===== src/rtl/sram_arb.sv =====
// sram_arb: round-robin arbiter sharing one sram_top port (1-cycle read latency)
// among NREQ requesters, with read data routed back to the issuing requester.
// Optional build macro SRAM_ARB_RDATA_REG_EN registers the read data path,
// moving the response from T+1 to T+2 after the accept cycle T.
module sram_arb #(
   parameter int unsigned NREQ = 3,
   parameter int unsigned DW   = 64,
   parameter int unsigned MW   = 8,
   parameter int unsigned AW   = 12
) (
   input  logic                 clk,
   input  logic                 rst_n,
   input  logic [NREQ-1:0]      req_valid,
   output logic [NREQ-1:0]      req_ready,
   input  logic [NREQ-1:0]      req_we,
   input  logic [NREQ*MW-1:0]   req_wem,
   input  logic [NREQ*AW-1:0]   req_addr,
   input  logic [NREQ*DW-1:0]   req_wdata,
   output logic [NREQ-1:0]      rsp_valid,
   output logic [DW-1:0]        rsp_rdata,
   output logic                 sram_cs,
   output logic                 sram_we,
   output logic [MW-1:0]        sram_wem,
   output logic [AW-1:0]        sram_addr,
   output logic [DW-1:0]        sram_din,
   input  logic [DW-1:0]        sram_dout
);

   // Requester index width, plus one spare bit for modulo arithmetic.
   localparam int unsigned IW = (NREQ > 1) ? $clog2(NREQ) : 1;
   localparam int unsigned CW = IW + 1;

   logic            en;
   logic [IW-1:0]   ptr;
   logic            gnt_found;
   logic [IW-1:0]   gnt_idx;
   logic            accept;
   logic            rd_issue;
   logic [CW-1:0]   ptr_inc;
   logic            rd_pend;
   logic [IW-1:0]   rd_id;

   logic [MW-1:0]   wem_a   [NREQ];
   logic [AW-1:0]   addr_a  [NREQ];
   logic [DW-1:0]   wdata_a [NREQ];

   // Split the flattened per-requester payload buses into indexable arrays.
   for (genvar g = 0; g < NREQ; g++) begin : g_unpack
      assign wem_a[g]   = req_wem[g*MW +: MW];
      assign addr_a[g]  = req_addr[g*AW +: AW];
      assign wdata_a[g] = req_wdata[g*DW +: DW];
   end

   // Enable flop: held low through reset, set on the first edge after release.
   always_ff @(posedge clk or negedge rst_n) begin
      if (!rst_n) begin
         en <= 1'b0;
      end else begin
         en <= 1'b1;
      end
   end

   // Round-robin search starting at ptr, wrapping modulo NREQ.
   always_comb begin
      logic [CW-1:0] cand;
      cand      = '0;
      gnt_found = 1'b0;
      gnt_idx   = ptr;
      for (int unsigned k = 0; k < NREQ; k++) begin
         cand = CW'(ptr) + CW'(k);
         if (cand >= CW'(NREQ)) begin
            cand = cand - CW'(NREQ);
         end
         if (!gnt_found && req_valid[cand[IW-1:0]]) begin
            gnt_found = 1'b1;
            gnt_idx   = cand[IW-1:0];
         end
      end
   end

   // Accept qualification, one-hot ready and next pointer value.
   always_comb begin
      accept             = en & gnt_found;
      rd_issue           = accept & ~req_we[gnt_idx];
      req_ready          = '0;
      req_ready[gnt_idx] = accept;
      ptr_inc            = CW'(gnt_idx) + CW'(1);
      if (ptr_inc >= CW'(NREQ)) begin
         ptr_inc = '0;
      end
   end

   // Round-robin pointer: advances past the winner only on an accept.
   always_ff @(posedge clk or negedge rst_n) begin
      if (!rst_n) begin
         ptr <= '0;
      end else if (accept) begin
         ptr <= ptr_inc[IW-1:0];
      end
   end

   // SRAM pin drive in the accept cycle; address/data follow the selected requester.
   always_comb begin
      sram_cs   = accept;
      sram_we   = accept & req_we[gnt_idx];
      sram_wem  = '0;
      if (accept && req_we[gnt_idx]) begin
         sram_wem = wem_a[gnt_idx];
      end
      sram_addr = addr_a[gnt_idx];
      sram_din  = wdata_a[gnt_idx];
   end

`ifdef SRAM_ARB_RDATA_REG_EN
   logic            rd_pend1;
   logic [IW-1:0]   rd_id1;
   logic [DW-1:0]   rdata_q;

   // Two-stage read tag pipeline; SRAM data is captured while stage one is valid.
   always_ff @(posedge clk or negedge rst_n) begin
      if (!rst_n) begin
         rd_pend1 <= 1'b0;
         rd_id1   <= '0;
         rd_pend  <= 1'b0;
         rd_id    <= '0;
         rdata_q  <= '0;
      end else begin
         rd_pend1 <= rd_issue;
         if (rd_issue) begin
            rd_id1 <= gnt_idx;
         end
         rd_pend <= rd_pend1;
         rd_id   <= rd_id1;
         if (rd_pend1) begin
            rdata_q <= sram_dout;
         end
      end
   end

   assign rsp_rdata = rdata_q;
`else
   // Single-stage read tag: SRAM output is valid the cycle after the accept.
   always_ff @(posedge clk or negedge rst_n) begin
      if (!rst_n) begin
         rd_pend <= 1'b0;
         rd_id   <= '0;
      end else begin
         rd_pend <= rd_issue;
         if (rd_issue) begin
            rd_id <= gnt_idx;
         end
      end
   end

   assign rsp_rdata = sram_dout;
`endif

   // Decode the pending read tag into the one-hot response strobe.
   always_comb begin
      rsp_valid        = '0;
      rsp_valid[rd_id] = rd_pend;
   end

endmodule


===== config.mk =====
export PLATFORM = sky130hd
export DESIGN_NAME = sram_arb
export DESIGN_NICKNAME = d
export VERILOG_FILES = /design/src/rtl/sram_arb.sv
export SDC_FILE = /design/constraint.sdc
export NUM_CORES = 1
export LEC_CHECK = 0
export ABC_AREA = 1
export CAP_MARGIN = 40
export CORE_AREA = 2 2 186 188
export CTS_CLUSTER_SIZE = 30
export DETAILED_ROUTE_END_ITERATION = 6
export DIE_AREA = 0 0 188 190
export GPL_ROUTABILITY_DRIVEN = 1
export GPL_TIMING_DRIVEN = 0
export REMOVE_ABC_BUFFERS = 1
export SLEW_MARGIN = 20
export SYNTH_ARGS = -nofsm -noshare
export SYNTH_HDL_FRONTEND = slang
export SYNTH_SLANG_ARGS = --single-unit

===== constraint.sdc =====
create_clock -name clk -period 7.45 [get_ports clk]
set_clock_uncertainty 0.05 [all_clocks]
set_input_delay 2.235 -clock clk [delete_from_list [all_inputs] [get_ports clk]]
set_output_delay 2.235 -clock clk [all_outputs]
set_load 0.1 [all_outputs]

==> results by group <==
Timing
  • Final worst path period share: 98.1%
  • PnR worst setup slack: 142 ps
  • Final Slew Violations: 0
  • Fmax: 0.137 GHz
  • Final setup violation count: 0
  • Setup_tns: 0 ps
  • Final Hold Viols: 0
  • Clock period minus worst slack: 7310 ps

Setup path
  • Critical-path cell list: clkdlybuf4s50_1 -> nand2_2 -> nand3_2 -> nand2_4 -> nand2_2 -> inv_2 -> nand2_1 -> nand2_4 -> nand2_8 -> nor2_4 -> buf_12 -> buf_16 -> nand2_1 -> nand3_1 -> clkdlybuf4s50_1 -> buf_8
  • CP arrival: 5020 ps
  • R2r worst-path depth: 13
  • Type of destination of the critical path: primary output
  • Worst path required time: 5160 ps
  • R2R Path End: ptr[1]$_DFFE_PN0P_
  • Max stage delay on crit path: 520 ps
  • Crit path max-delay cell type: clkdlybuf4s50_1
  • Worst R2R Start: ptr[0]$_DFFE_PN0P_
  • Max FO, Critical Path: 32
  • Setup CP Type: primary input to primary output
  • Setup crit start kind: primary input
  • FF-to-FF setup slack: 4970 ps

Global routing
  • Vias in the first global route: 5,671
  • Largest net degree at the start of global routing: 92
  • First-pass GRT wire length: 36,700 um
  • Initial antenna violation count: 1
  • Gr usage total: 13.6%
  • Total gr overflow: 0

Route
  • Drt initial violations: 251
  • Drt via density: 4.10
  • DR pass1 iterations: 5
  • Vias: 5,639
  • Final ANT Viol Nets: 0
  • DRT Wirelength: 27,000 um
  • Drt drc: 0
  • WL/cell: 19.6 um

Final layout
  • Layout cell share with drive strength beyond 1: 17.7%
  • Final net count: 1,250
  • Design area: 8610 um^2
  • Area growth syn-to-layout: 171%
  • Finished Core Util: 25.4%

Logic synthesis
  • Cell count after synthesis: 566
  • Asr flop ratio synth: 100%
  • Area leader, netlist: nand3_1
  • Avg Cell Area, Syn: 5.62 um^2
  • Cell variety after synth: 30
  • Synth area leaders: nand3_1 (35%), nand2_1 (16%), buf_4 (16%)
  • Post-synthesis register bit count: 6
  • Post-synth EDFFs: 0
  • Register area share after synthesis: 4.72%
  • Top-area cell type share of the netlist area: 35.4%
  • Post-synth top flop: dfrtp_1
  • Synthesized area: 3180 um^2
  • Yosys warns: 0

Placed design
  • Dpl hpwl: 18,500 um
  • Post-DP Area: 8230 um^2
  • Pre-CTS setup slack: -820 ps
  • I/O Buffers: 351
  • Placer Congestion: 0.780

CTS
  • Inserted Clock Buffers: 3
  • Htree depth: 1
  • Clock Latency Late Sink: 230 ps
  • Root Driver: clkbuf_16
  • CTS sink cnt: 6
  • Post-CTS Hold Fix Bufs: 0
  • Clock-pin slew of the registers on the worst-case setup and hold paths: 40 ps
  • Longest Clk Path Bufs: 2
  • CTS tree: built

Flow run
  • Max-cap viol count: 0

Floorplan
  • Die area: 35,700 um^2
  • Core area: 33,900 um^2
  • I/O pins: 480
  • Starting Density: 9.37%
  • Vert. Die Dim: 190 um
  • Die width: 188 um
  • Row count: 68

Status
  • Status: completed

Hold path
  • Worst hold endpoint: rd_id[1]$_DFFE_PN0P_
  • Min-Delay Path Depth: 2
  • Worst Hold Class: register to register
  • HP Start: rd_id[1]$_DFFE_PN0P_
-- registers in the layout (all words and copies together), names as in the netlist --
register  cells
en            1
rd_id         2
rd_pend       1
ptr           2
-- cell usage in the layout (no fill, tap or decap), drive strengths merged --
| cell type | instances |
|---|---|
| nand3 | 246 |
| or2 | 1 |
| diode | 1 |
| dfrtp | 6 |
| conb | 1 |
| clkbuf | 6 |
| clkinv | 1 |
| a21oi | 8 |
| nor3 | 2 |
| nand3b | 1 |
| nand4 | 2 |
| ha | 4 |
| dlymetal6s2s | 2 |
| clkdlybuf4s50 | 341 |
| o22ai | 1 |
| nor3b | 1 |
| o21ai | 5 |
| nor2 | 21 |
| inv | 14 |
| buf | 108 |
| nand2 | 149 |
-- worst max-delay path: cells and delay by family --
family        cells  cell delay [ps]
simple gates     10             1140
buf+inv           6             1630
-- how the worst max path moves through the flow --
stage | startpoint | slack (ps) | endpoint | cells after the start
2_1_floorplan | req_valid[1] | -1960 | sram_wem[0] | 13
3_3_place_gp | req_valid[2] | -4390 | sram_wem[2] | 14
3_5_place_dp | req_valid[2] | -820 | sram_wem[7] | 16
4_1_cts | req_valid[2] | 10 | sram_din[22] | 14
5_1_grt | req_valid[1] | -9 | sram_wem[0] | 16
6_report | req_valid[0] | 140 | sram_din[20] | 16
-- cell families (layout without fill, tap and decap cells) --
group           after synthesis  in the layout  synth area share [%]
simple gates                417            423                  63.9
other cells                   1              2                 0.118
buf+inv                     124            472                  27.3
fa+ha+maj                     4              4                  1.57
flops                         6              6                  4.72
compound gates               14             14                  2.36
-- timing repair --
item	CTS	global route
buffers inserted	11	1
gates cloned	6	3
resized for setup	13	12
pin swaps	5	1
setup endpoints to repair	85	82
-- through the flow --
step	std cells	hold WS (ps)
after floorplan	457	429
after global placement	1263	456
after detailed placement	1359	465
after CTS	1378	474
after global routing	1375	526
final	1376	470
-- layer usage --
metal	track usage, %	routed length [um]	vias to the layer above
met3	7.56	3630	32
met4	2.67	503	6
met2	22.0	12000	419
met5	4.67	229	-
met1	15.4	10600	2611
li1	-	-	2571
-- synthesized netlist by cell type, types with 3 or more instances --
library cell,instances
nand2_2,7
inv_2,7
o21ai_0,3
inv_1,7
nand3_2,21
dfrtp_1,6
nand2_1,135
a21oi_1,8
buf_4,67
ha_1,4
buf_6,15
nor2_1,20
buf_2,23
nand3_1,225
-- area by class of cell --
type | instances | area, um^2
flip-flops and latches | 6 | 150
fillers | 3536 | 25300
repair buffers | 454 | 5420
clock buffers | 3 | 75.1
well taps | 455 | 569
diodes | 1 | 2.50
inverters | 15 | 72.6
multi-input cells | 442 | 2320
Power is not shown: default switching activity piles up to over one toggle a cycle in this logic, so the estimate is an artifact.
